===== src/rtl/io_button_regs_pkg.sv =====
`default_nettype none
// ============================================================================
// Module   : io_pkg
// Purpose  : Shared widths, the button index type and named button indices
//            for the I/O address decoder and the button register block.
// Revision : 1.0 - initial release
// ============================================================================
package io_pkg;

    localparam int NUM_BTN    = 4;
    localparam int DATA_WIDTH = 32;
    localparam int BTN_IDX_W  = 2;

    typedef logic [BTN_IDX_W-1:0] btn_idx_t;

    localparam btn_idx_t BTN_KEY0 = 2'd0;
    localparam btn_idx_t BTN_KEY1 = 2'd1;
    localparam btn_idx_t BTN_KEY2 = 2'd2;
    localparam btn_idx_t BTN_KEY3 = 2'd3;

    function automatic logic [NUM_BTN-1:0] idx_onehot(input btn_idx_t idx);
        return {{(NUM_BTN-1){1'b0}}, 1'b1} << idx;
    endfunction

endpackage
`default_nettype wire


===== src/rtl/io_button_regs_if.sv =====
`default_nettype none
// ============================================================================
// Module   : io_button_regs_if
// Purpose  : Decoder/CPU side bus into the button register block.
// Revision : 1.0 - initial release
// ============================================================================
interface io_button_regs_if #(
    parameter int DATA_WIDTH = io_pkg::DATA_WIDTH
);
    import io_pkg::*;

    logic                  btn_enb;
    btn_idx_t              btn_selecc;
    logic                  mem_read;
    logic                  mem_write;
    logic [DATA_WIDTH-1:0] wr_data;
    logic [DATA_WIDTH-1:0] rd_data;

    modport master (
        output btn_enb,
        output btn_selecc,
        output mem_read,
        output mem_write,
        output wr_data,
        input  rd_data
    );

    modport slave (
        input  btn_enb,
        input  btn_selecc,
        input  mem_read,
        input  mem_write,
        input  wr_data,
        output rd_data
    );

endinterface
`default_nettype wire


===== src/rtl/btn_debounce.sv =====
`default_nettype none
// ============================================================================
// Module   : btn_debounce
// Purpose  : One button: 2-FF synchronizer, polarity normalization, debounce
//            counter with stable level, and a single-cycle press pulse.
// Revision : 1.0 - initial release
// ============================================================================
module btn_debounce #(
    parameter int DEBOUNCE_CYCLES = 500000,
    parameter bit BTN_ACTIVE_LOW  = 1'b1
) (
    input  wire logic clk,
    input  wire logic rst,
    input  wire logic btn_raw,
    output logic      press
);

    localparam int              CNT_W    = (DEBOUNCE_CYCLES > 1) ? $clog2(DEBOUNCE_CYCLES) : 1;
    localparam logic [CNT_W-1:0] CNT_LAST = CNT_W'(DEBOUNCE_CYCLES - 1);

    logic             level;
    logic             sync_meta;
    logic             sync_q;
    logic             stable;
    logic [CNT_W-1:0] count;
    logic             differs;
    logic             at_limit;

    assign level = BTN_ACTIVE_LOW ? ~btn_raw : btn_raw;

    always_ff @(posedge clk) begin
        if (rst) begin
            sync_meta <= 1'b0;
            sync_q    <= 1'b0;
        end else begin
            sync_meta <= level;
            sync_q    <= sync_meta;
        end
    end

    assign differs  = sync_q ^ stable;
    assign at_limit = (count == CNT_LAST);

    // The counter is cleared on every flip, so it saturates at CNT_LAST and never wraps.
    always_ff @(posedge clk) begin
        if (rst) begin
            stable <= 1'b0;
            count  <= '0;
        end else if (!differs) begin
            count  <= '0;
        end else if (at_limit) begin
            stable <= ~stable;
            count  <= '0;
        end else begin
            count  <= count + 1'b1;
        end
    end

    // Combinational so the pending flag captures it on the same edge stable rises.
    assign press = differs & at_limit & ~stable;

endmodule
`default_nettype wire


===== src/rtl/io_button_regs.sv =====
`default_nettype none
// ============================================================================
// Module   : io_button_regs
// Purpose  : Debounced push-buttons latched into sticky pending flags,
//            readable and clearable through the decoder's button region.
// Revision : 1.0 - initial release
// ============================================================================
module io_button_regs #(
    parameter int NUM_BTN         = io_pkg::NUM_BTN,
    parameter int DATA_WIDTH      = io_pkg::DATA_WIDTH,
    parameter int DEBOUNCE_CYCLES = 500000,
    parameter bit BTN_ACTIVE_LOW  = 1'b1,
    parameter bit CLEAR_ON_READ   = 1'b1
) (
    input  wire logic               clk,
    input  wire logic               rst,
    input  wire logic [NUM_BTN-1:0] btn_raw,
    io_button_regs_if.slave         bus,
    output logic [NUM_BTN-1:0]      pending_vec
);

    import io_pkg::*;

    logic [NUM_BTN-1:0] press;
    logic [NUM_BTN-1:0] pending;
    logic [NUM_BTN-1:0] sel_hit;
    logic [NUM_BTN-1:0] clr;
    logic               access_clr;
    logic               unused_wr_bits;

    genvar i;
    generate
        for (i = 0; i < NUM_BTN; i++) begin : g_btn
            btn_debounce #(
                .DEBOUNCE_CYCLES (DEBOUNCE_CYCLES),
                .BTN_ACTIVE_LOW  (BTN_ACTIVE_LOW)
            ) u_debounce (
                .clk     (clk),
                .rst     (rst),
                .btn_raw (btn_raw[i]),
                .press   (press[i])
            );
        end
    endgenerate

    // A read and a write to the same flag on one edge collapse into a single clear.
    assign access_clr = bus.btn_enb
                      & ((bus.mem_read & CLEAR_ON_READ) | (bus.mem_write & bus.wr_data[0]));
    assign sel_hit    = idx_onehot(bus.btn_selecc);
    assign clr        = sel_hit & {NUM_BTN{access_clr}};

    // Only bit 0 of the store data carries meaning.
    assign unused_wr_bits = ^bus.wr_data[DATA_WIDTH-1:1];

    // Set has priority over clear so a press coinciding with a clear is never lost.
    always_ff @(posedge clk) begin
        if (rst) begin
            pending <= '0;
        end else begin
            pending <= (pending & ~clr) | press;
        end
    end

    always_comb begin
        bus.rd_data = '0;
        if (bus.btn_enb) begin
            bus.rd_data[0] = pending[bus.btn_selecc];
        end
    end

    assign pending_vec = pending;

endmodule
`default_nettype wire

===== src/flat_wrapper.sv =====
// flat-port wrapper written by rule: the top's interface ports become plain ports
module io_button_regs_flat import io_pkg::*;
#(
    parameter int NUM_BTN         = io_pkg::NUM_BTN,
    parameter int DATA_WIDTH      = io_pkg::DATA_WIDTH,
    parameter int DEBOUNCE_CYCLES = 500000,
    parameter bit BTN_ACTIVE_LOW  = 1'b1,
    parameter bit CLEAR_ON_READ   = 1'b1
)
  (clk, rst, btn_raw, pending_vec, bus_btn_enb, bus_btn_selecc, bus_mem_read, bus_mem_write, bus_wr_data, bus_rd_data);
  io_button_regs_if #(.DATA_WIDTH(DATA_WIDTH)) bus_i ();
  input  wire logic clk;
  input  wire logic rst;
  input  wire logic [NUM_BTN-1:0] btn_raw;
  output logic [NUM_BTN-1:0] pending_vec;
  input wire logic [$bits(bus_i.btn_enb)-1:0] bus_btn_enb;
  input wire logic [$bits(bus_i.btn_selecc)-1:0] bus_btn_selecc;
  input wire logic [$bits(bus_i.mem_read)-1:0] bus_mem_read;
  input wire logic [$bits(bus_i.mem_write)-1:0] bus_mem_write;
  input wire logic [$bits(bus_i.wr_data)-1:0] bus_wr_data;
  output wire logic [$bits(bus_i.rd_data)-1:0] bus_rd_data;
  assign bus_i.btn_enb = bus_btn_enb;
  assign bus_i.btn_selecc = bus_btn_selecc;
  assign bus_i.mem_read = bus_mem_read;
  assign bus_i.mem_write = bus_mem_write;
  assign bus_i.wr_data = bus_wr_data;
  assign bus_rd_data = bus_i.rd_data;
  io_button_regs #(.NUM_BTN(NUM_BTN), .DATA_WIDTH(DATA_WIDTH), .DEBOUNCE_CYCLES(DEBOUNCE_CYCLES), .BTN_ACTIVE_LOW(BTN_ACTIVE_LOW), .CLEAR_ON_READ(CLEAR_ON_READ)) u_core (.clk(clk), .rst(rst), .btn_raw(btn_raw), .bus(bus_i), .pending_vec(pending_vec));
endmodule

===== config.mk =====
export PLATFORM = sky130hd
export DESIGN_NAME = io_button_regs_flat
export DESIGN_NICKNAME = d
export VERILOG_FILES = /design/src/rtl/io_button_regs_pkg.sv /design/src/rtl/io_button_regs_if.sv /design/src/rtl/btn_debounce.sv /design/src/rtl/io_button_regs.sv /design/src/flat_wrapper.sv
export SDC_FILE = /design/constraint.sdc
export NUM_CORES = 1
export LEC_CHECK = 0
export ABC_AREA = 1
export CORE_MARGIN = 8
export CORE_UTILIZATION = 45
export DETAILED_ROUTE_END_ITERATION = 16
export GPL_ROUTABILITY_DRIVEN = 0
export PLACE_DENSITY = 0.69
export SLEW_MARGIN = 20
export SYNTH_ARGS = -nofsm -noshare
export SYNTH_HDL_FRONTEND = slang
export SYNTH_SLANG_ARGS = --single-unit

===== constraint.sdc =====
create_clock -name clk -period 2.2 [get_ports clk]
set_input_delay 0.22 -clock clk [delete_from_list [all_inputs] [get_ports clk]]
set_output_delay 0.22 -clock clk [all_outputs]
set_load 0.02 [all_outputs]

==> flow_summary_export.csv <==
group,metric,value,unit
pwr,p_clk_share,39.1,%
critical_path,end_kind,"output port",
placement,numPlacedInstances,884,
synth,synth_edf_count,0,
clock_tree,cts_setup_buffers,0,
die,dieHeight,121.2,µm
synth,synth_seq_cells,92,
synth,synth_most_common_cell,"nand2_1",
drt,drtIter0Drc,256,
clock_tree,cts.path.max_buffers,2,
grt,grt_usage,13.89,%
drt,routedWlPerCell,10.92,µm
die,num_rows,38,
critical_path,crit_type,"input pin to output port",
critical_path,cp.arrival,1780,ps
clock_tree,clock_latency,370,ps
cells_and_area,n_antenna_cell,0,
synth,ys_seq_area_share,36.97,%
clock_tree,clk_pin_slew_worst_paths,80,ps
timing,hold_viol_final,0,
pwr,p_leak,0.001684,µW
placement,port-buffer-count,16,
status,status,"finished, final reports clean",
grt,grt_max_degree,20,
timing,max_freq,500.7,MHz
pwr,p_sw_share,23.96,%
grt,grt-ovfl-total,0,
cells_and_area,nNetsFinal,802,
run,cap_violations,0,
drt,drc_errors,0,
synth,synth_top_area_share,36.97,%
drt,finalWirelength,9827,µm
timing,finalCriticalPeriod,1997,ps
die,core_area,10840,µm²
critical_path,r2r-start,"u_core.g_btn[2].u_debounce.count[0]",
placement,placed_area,5160,µm²
timing,worst_pin_slew,604.0,ps
clock_tree,cts_buffers,9,
timing,setup_viol,0,
cells_and_area,drive_gt1_share,8.158,%
critical_path,r2r_end,"u_core.g_btn[2].u_debounce.count[11]",
placement,pre_cts_slack,206.5,ps
cells_and_area,design_area,5359,µm²
critical_path,cp-start-kind,"input pin",
synth,synth_area_leaders,"dfxtp_1 37%, nand2_1 13%, nor2_1 11%",
timing,drv_slew,0,
clock_tree,htreeDepth,3,
pwr,comb_power_share,3.9,%
grt,antenna_found_initial,0,
timing,finalClockSkew,8.517,ps
pwr,peakVddDrop,0.4926,mV
synth,ys.flop_type,"dfxtp_1",
timing,worst_slack,202.8,ps
synth,ys_async_sr_fraction,0,%
critical_path,cp_data_required_time,1980,ps
synth,synthTopCellsByCount,"169 x nand2_1, 148 x nor2_1, 92 x dfxtp_1, 78 x inv_1, 57 x nand3_1",
pwr,p_sw,704.9,µW
clock_tree,cts_sinks,92,
grt,grt_pass1_wl,17050,µm
critical_path,r2r_cells,6,
drt,dr.pass1.iters,4,
clock_tree,holdBufCountCts,0,
timing,setup_tns,0,ps
grt,grt_pass1_vias,4007,
hold_path,hp-class,"input pin to register",
synth,synthDistinctLibCells,30,
cells_and_area,instances_no_fill,900,
placement,dp.final_hpwl,7612,µm
synth,avgSynthCellArea,6.788,µm²
critical_path,rrSetupSlack,490,ps
hold_path,worstHoldStart,"btn_raw[3]",
die,start_util,45.96,%
hold_path,holdPathStages,2,
die,dieArea,14690,µm²
timing,relSlewSlack,59.58,%
die,chipWidth,121.2,µm
drt,vias,4301,
clock_tree,cts-root-buf,"clkbuf_8",
pwr,seqPwrFrac,57.0,%
cells_and_area,area.growth.synth_to_final,7.559,%
pwr,p_per_area,548.9,nW/µm²
critical_path,worst-path-max-fanout,5,
synth,syn_inst,734,
pwr,p_int,2236,µW
clock_tree,cts_resized,0,
synth,ys_warn_count,0,
timing,fin_crit_sh,90.78,%
clock_tree,cts_tree,"built",
synth,synth_area,4982,µm²
synth,synth_top_cell_by_area,"dfxtp_1",
drt,ant_nets,0,
drt,via_per_inst,4.779,
cells_and_area,fillCellCount,1093,
die,pin_count,79,
critical_path,startpoint,"bus_btn_selecc[0]",
timing,grt_setup_unrepaired,"false",
hold_path,holdPathEnd,"u_core.g_btn[3].u_debounce.sync_meta",
cells_and_area,utilization,49.43,%
-- registers in the layout, indices dropped and copies added (netlist names) --
name,count
u_core.g_btn.u_debounce.count,76
u_core.g_btn.u_debounce.stable,4
u_core.g_btn.u_debounce.sync_meta,4
u_core.pending_vec,4
u_core.g_btn.u_debounce.sync_q,4
-- power groups by stage --
| stage | clock [µW] | combinational [µW] | sequential [µW] |
|---|---|---|---|
| finish | 1150 | 113 | 1680 |
| global route | 1260 | 124 | 1680 |
| CTS | 1200 | 112 | 1680 |
| detailed placement | 0 | 112 | 1720 |
| global placement | 0 | 109 | 1720 |
| floorplan | 0 | 125 | 1720 |
-- area by class of cell --
class | count | area (µm²) | share of cell area, %
clock buffer | 10 | 127.6 | 2.382
clock inverter | 6 | 71.32 | 1.331
inverter | 82 | 312.8 | 5.837
multi-input combinational | 553 | 2663 | 49.68
sequential | 92 | 1842 | 34.37
tap | 140 | 175.2 | 3.269
timing repair buffer | 17 | 167.7 | 3.129
-- worst max-delay path: stages --
cell and delay (ps):
clkdlybuf4s50_1 490, inv_1 150, nand3_1 80, a41oi_1 200, clkdlybuf4s50_1 630
-- through the flow --
| stage | total power (µW) | hold slack [ps] |
|---|---|---|
| floorplan | 1841 | 286.7 |
| global placement | 1826 | 401.5 |
| detailed placement | 1829 | 406.7 |
| CTS | 2990 | 341.9 |
| global route | 3069 | 345.8 |
| finish | 2941 | 359.9 |
-- worst max-delay path by stage --
stage / end / depth (start not counted)
CTS: bus_rd_data[0] / 5
detailed placement: bus_rd_data[0] / 5
floorplan: u_core.g_btn[2].u_debounce.count[12] / 7
global route: bus_rd_data[0] / 5
global placement: bus_rd_data[0] / 5
finish: bus_rd_data[0] / 5
-- metal layers --
metal  vias up  part of all wire (%)  track usage (%)
li1       2277                     -                -
met3        14                   6.0            4.141
met1      1921                    47            16.62
met5         -                     0                0
met4         0                   1.2            4.857
met2        89                    45            23.18
-- logic make-up (layout without fill, tap and decap cells) --
group	after synthesis	in the layout	share of synthesized area [%]
xor gates and xnor gates	37	37	6.504
AOI/OAI and AO/OA	40	40	4.320
adders and majority gates	4	4	1.005
and+or+nand+nor	441	441	39.28
other	1	31	0.07527
DFF	92	92	36.97
buffers and inverters	119	115	11.85
-- cell usage in the layout (no fill, tap or decap), types with 2 or more instances in the layout --
cell,n
a21oi_1,30
nor3_2,2
ha_1,4
clkdlybuf4s50_1,16
nand3_2,4
nor3_1,2
inv_6,2
nand3_4,2
nor2_4,2
inv_2,3
o21ai_0,8
nand3_1,57
nor2_1,148
nand3b_1,4
clkinv_4,2
clkinvlp_4,2
dfxtp_1,92
or2_2,3
inv_1,78
nand2_1,169
xor2_1,25
xnor2_1,12
or2_0,2
nand2_2,6
nand4_1,18
nor2_2,21
clkbuf_8,9
conb_1,31
No activity file was read; power rests on OpenSTA's default activity.
